<file path="src/rtl/event_sequence_ctrl.sv">
// Armed event sequencer: counts trig pulses after ev1, waits delay_cyc cycles, then copies breg to areg.
// Also contains an independent retriggerable monostable driving q.
//
//   state | meaning
//   IDLE  | waiting for ev1; trig and abort ignored
//   ARMED | counting trig pulses toward TRIG_COUNT
//   DELAY | counting down delay_cyc before the transfer
module event_sequence_ctrl #(
  parameter int TRIG_COUNT  = 3,
  parameter int DELAY_W     = 8,
  parameter int DATA_W      = 8,
  parameter int MONO_CYCLES = 250
) (
  input  logic               clk,
  input  logic               reset,
  input  logic               ev1,
  input  logic               trig,
  input  logic               abort,
  input  logic [DELAY_W-1:0] delay_cyc,
  input  logic [DATA_W-1:0]  breg,
  input  logic               retrig,
  output logic [DATA_W-1:0]  areg,
  output logic               busy,
  output logic               done,
  output logic               aborted,
  output logic               q
);

  typedef enum logic [1:0] {
    IDLE  = 2'd0,
    ARMED = 2'd1,
    DELAY = 2'd2
  } state_t;

  localparam logic [7:0]  TRIG_LAST = 8'(TRIG_COUNT - 1);
  localparam logic [15:0] HOLD_LOAD = 16'(MONO_CYCLES);

  state_t             state, state_nxt;
  logic [7:0]         trig_cnt, trig_cnt_nxt;
  logic [DELAY_W-1:0] dly_cnt, dly_cnt_nxt;
  logic [DATA_W-1:0]  areg_nxt;
  logic               done_nxt, aborted_nxt;
  logic [15:0]        hold_cnt;

  always_ff @(posedge clk) begin
    if (reset) begin
      state    <= IDLE;
      trig_cnt <= '0;
      dly_cnt  <= '0;
      areg     <= '0;
      done     <= 1'b0;
      aborted  <= 1'b0;
    end else begin
      state    <= state_nxt;
      trig_cnt <= trig_cnt_nxt;
      dly_cnt  <= dly_cnt_nxt;
      areg     <= areg_nxt;
      done     <= done_nxt;
      aborted  <= aborted_nxt;
    end
  end

  always_comb begin
    state_nxt    = state;
    trig_cnt_nxt = trig_cnt;
    dly_cnt_nxt  = dly_cnt;
    areg_nxt     = areg;
    done_nxt     = 1'b0;
    aborted_nxt  = 1'b0;
    case (state)
      IDLE: begin
        if (ev1 && !abort) begin
          state_nxt    = ARMED;
          trig_cnt_nxt = '0;
        end
      end
      ARMED: begin
        // abort outranks a simultaneous trig, including the final one
        if (abort) begin
          state_nxt    = IDLE;
          trig_cnt_nxt = '0;
          dly_cnt_nxt  = '0;
          aborted_nxt  = 1'b1;
        end else if (trig) begin
          if (trig_cnt == TRIG_LAST) begin
            state_nxt    = DELAY;
            trig_cnt_nxt = '0;
            dly_cnt_nxt  = delay_cyc;
          end else if (trig_cnt != 8'hFF) begin
            trig_cnt_nxt = trig_cnt + 8'd1;
          end
        end
      end
      DELAY: begin
        if (abort) begin
          state_nxt    = IDLE;
          trig_cnt_nxt = '0;
          dly_cnt_nxt  = '0;
          aborted_nxt  = 1'b1;
        end else if (dly_cnt == '0) begin
          state_nxt = IDLE;
          areg_nxt  = breg;
          done_nxt  = 1'b1;
        end else begin
          dly_cnt_nxt = dly_cnt - 1'b1;
        end
      end
      default: begin
        state_nxt    = IDLE;
        trig_cnt_nxt = '0;
        dly_cnt_nxt  = '0;
      end
    endcase
  end

  assign busy = (state != IDLE);

  // q tracks a nonzero hold count, so it drops exactly MONO_CYCLES edges after the last retrig
  always_ff @(posedge clk) begin
    if (reset) begin
      hold_cnt <= '0;
    end else if (retrig) begin
      hold_cnt <= HOLD_LOAD;
    end else if (hold_cnt != '0) begin
      hold_cnt <= hold_cnt - 16'd1;
    end
  end

  assign q = (hold_cnt != '0);

endmodule

</file>
<file path="config.mk">
export PLATFORM = sky130hd
export DESIGN_NAME = event_sequence_ctrl
export DESIGN_NICKNAME = d
export VERILOG_FILES = /design/src/rtl/event_sequence_ctrl.sv
export SDC_FILE = /design/constraint.sdc
export NUM_CORES = 1
export LEC_CHECK = 0
export CORE_MARGIN = 2
export CORE_UTILIZATION = 43
export CTS_CLUSTER_SIZE = 24
export DETAILED_ROUTE_END_ITERATION = 6
export PLACE_DENSITY = 0.73
export SYNTH_ARGS = -nofsm -noshare
export SYNTH_HDL_FRONTEND = slang
export SYNTH_SLANG_ARGS = --single-unit
</file>
<file path="constraint.sdc">
create_clock -name clk -period 3.3 [get_ports clk]
set_input_delay 0.99 -clock clk [delete_from_list [all_inputs] [get_ports clk]]
set_output_delay 0.99 -clock clk [all_outputs]
set_load 0.05 [all_outputs]
</file>
==> results.cfg <==
[route]
dr_total_vias = 1951
drt_first_iter_violations = 90
routed_wl_mm = 4.665
drc = 0
dr.pass1.iters = 4
drtAntennaViolNets = 0
routedWlPerCell_um = 12.82
viasPerCell = 5.360

[clocking]
cts_buffers = 5
cts_tree = built
cts.path.max_buffers = 2
cts_max_level = 2
cts_resized = 0
cts_setup_buffers = 0
clk_latency_ns = 0.30
clk_pin_slew_ns = 0.08
hold_buffers = 0
cts-root-buf = clkbuf_8
clkSinkCount = 44

[power]
p_sw_share_pct = 29.86
ir_drop_uv = 283.9
total_power_mw = 1.283
power_frac_comb_pct = 23.3
switchingPower_uw = 383.2
cellPowerDensity_nw_per_um2 = 453.4
pwr-share-seq_pct = 44.6
p_int_uw = 900.0
pwr-share-clk_pct = 32.1
p_leak_nw = 1.079

[global_route]
grt-ovfl-total = 0
grt_pass1_wl_mm = 8.383
globalRouteTotalUtil_pct = 17.35
grt_max_degree = 31
antenna_found_initial = 0
grt_pass1_vias = 1892

[synthesis]
synth-edff-count = 0
yosys_warnings = 0
synthDistinctLibCells = 47
yosysTopAreaCell = dfxtp_1
ys_async_sr_fraction_pct = 0
yosysSeqAreaShare_pct = 38.53
synth.area.top_cells = dfxtp_1, xor2_1, ha_1
syn_nets = 285
netlist.area_leader.share_pct = 38.53
synthCells = 254
syn_avg_cell_area_um2 = 9.000
synth_ff_type = dfxtp_1
syn_area_um2 = 2286
synth-seq-cells = 44

[sta]
setup_violations = 0
worst_clock_skew_ns = 0.006592
fin_setup_tns_ns = 0
period_share_pct = 90.21
hold_viol = 0
fmax_mhz = 335.9
worst-slew-pin-transition_ns = 0.6398
final_max_slew_viol_count = 0
min_period_ns = 2.977
holdWs_ns = 0.5038
rsz0062_at_grt = false
slew_headroom_pct = 56.95

[floorplan]
die_w_um = 76.91
dieArea_um2 = 5915
ios = 34
die_h_um = 76.91
row_count = 26
core_um2 = 5107
start_util_pct = 44.76

[setup_path]
endpoint_kind = output port
crit_path_start_kind = flip-flop
crit_type = flip-flop to output port
worst_ep_arrival_time_ns = 1.99
path_max_fanout = 4
required_ns = 2.31

[job]
drv_cap = 0

[finish]
n_fill_cell = 496
area_growth_pct = 23.81
layoutNonFillerInstCount = 364
final_core_util_pct = 55.41
drive_gt1_share_pct = 9.184
nets = 324
diodes = 0

[placement]
dp_hpwl_mm = 3.337
dpl.cell_count = 356
place_congestion = 0.8151
portBuffers = 33

[worst_hold_path]
hold_class = flip-flop to flip-flop

[outcome]
outcome = complete, no violations
## layout make-up
cell class	instances	area, um2	share of cell area [%]
flip-flops and latches	44	880.8	31.12
clock inverters	2	35.03	1.238
inverters	12	45.04	1.592
repair buffers	40	380.4	13.44
well taps	70	87.58	3.095
clock buffers	6	72.57	2.564
multi-input cells	190	1329	46.95
## critical path: stages (launching register included)
cell and delay (ns):
dfxtp_1 0.37, inv_1 0.07, ha_1 0.25, inv_1 0.17
clkdlybuf4s50_1 0.83
## per-layer routing
metal | vias up | share of wire (%) | global-route usage, % | wire length (um)
met5 | - | 0 | 0 | 0
met4 | 0 | 1.6 | 7.818 | 74
met3 | 4 | 4.2 | 3.882 | 197
met2 | 41 | 46 | 27.46 | 2129
met1 | 900 | 49 | 22.52 | 2264
li1 | 1006 | - | - | -
## worst paths after layout
kind | startpoint | to | slack, ns | cells after the start
setup / recovery | state[0] | busy | 0.32 | 4
hold / removal | areg[6] | areg[6] | 0.50 | 2
setup reg to reg | trig_cnt[0] | dly_cnt[5] | 1.19 | 6
hold reg to reg | areg[6] | areg[6] | 0.50 | 2
## power groups by stage
stage | logic (mW) | registers [mW] | clock network (mW)
2_1_floorplan | 0.198 | 0.591 | 0
3_3_place_gp | 0.296 | 0.584 | 0
3_5_place_dp | 0.298 | 0.584 | 0
4_1_cts | 0.300 | 0.572 | 0.421
5_1_grt | 0.331 | 0.576 | 0.447
6_report | 0.299 | 0.572 | 0.412
## synthesized netlist by cell type (all sizes together), types with 2 or more instances
library cell	n
o211ai	2
nor2	29
clkbuf	5
mux2i	10
a311oi	2
nor3b	3
o41ai	3
or4b	2
nor3	5
o21ai	8
and3	3
nand3	9
a21oi	8
a22oi	8
xor2	13
nand2	11
xnor2	5
buf	3
a31oi	3
nand3b	9
o31ai	9
nand4b	2
nand2b	4
dfxtp	44
nand4	8
nor2b	4
or3	4
or4	5
ha	9
nor4	4
inv	12
## flip-flops by register name (all words and copies together) (netlist names)
signal and flops:
dly_cnt 8, aborted 1, hold_cnt 16, trig_cnt 8, areg 8, done 1
state 2
## stage by stage
stage                     cell area, um2  setup slack, ns
after global routing                2830           0.2772
after global placement              2723           0.3607
after floorplan                     2286           0.5387
after detailed placement            2723           0.3314
final                               2830           0.3229
after CTS                           2830           0.3370
## cell families (layout without fill, tap and decap cells)
group	after synthesis	count (layout)	synth area share, %
fa+ha+maj	9	9	4.926
simple gates	105	105	26.98
xor+xnor	18	18	6.896
compound gates	48	48	14.94
mux	10	10	4.379
flops	44	44	38.53
buf+inv	20	60	3.339
## cells in the final DEF, fill, tap and decap left out, types with 9 or more instances in the layout
cell,count
nand2_1,11
mux2i_1,10
o31ai_1,9
nor2_1,29
clkdlybuf4s50_1,32
xor2_1,13
dfxtp_1,44
nand3b_1,9
ha_1,9
inv_1,12
Note: power is estimated with default switching activity, not from simulation.
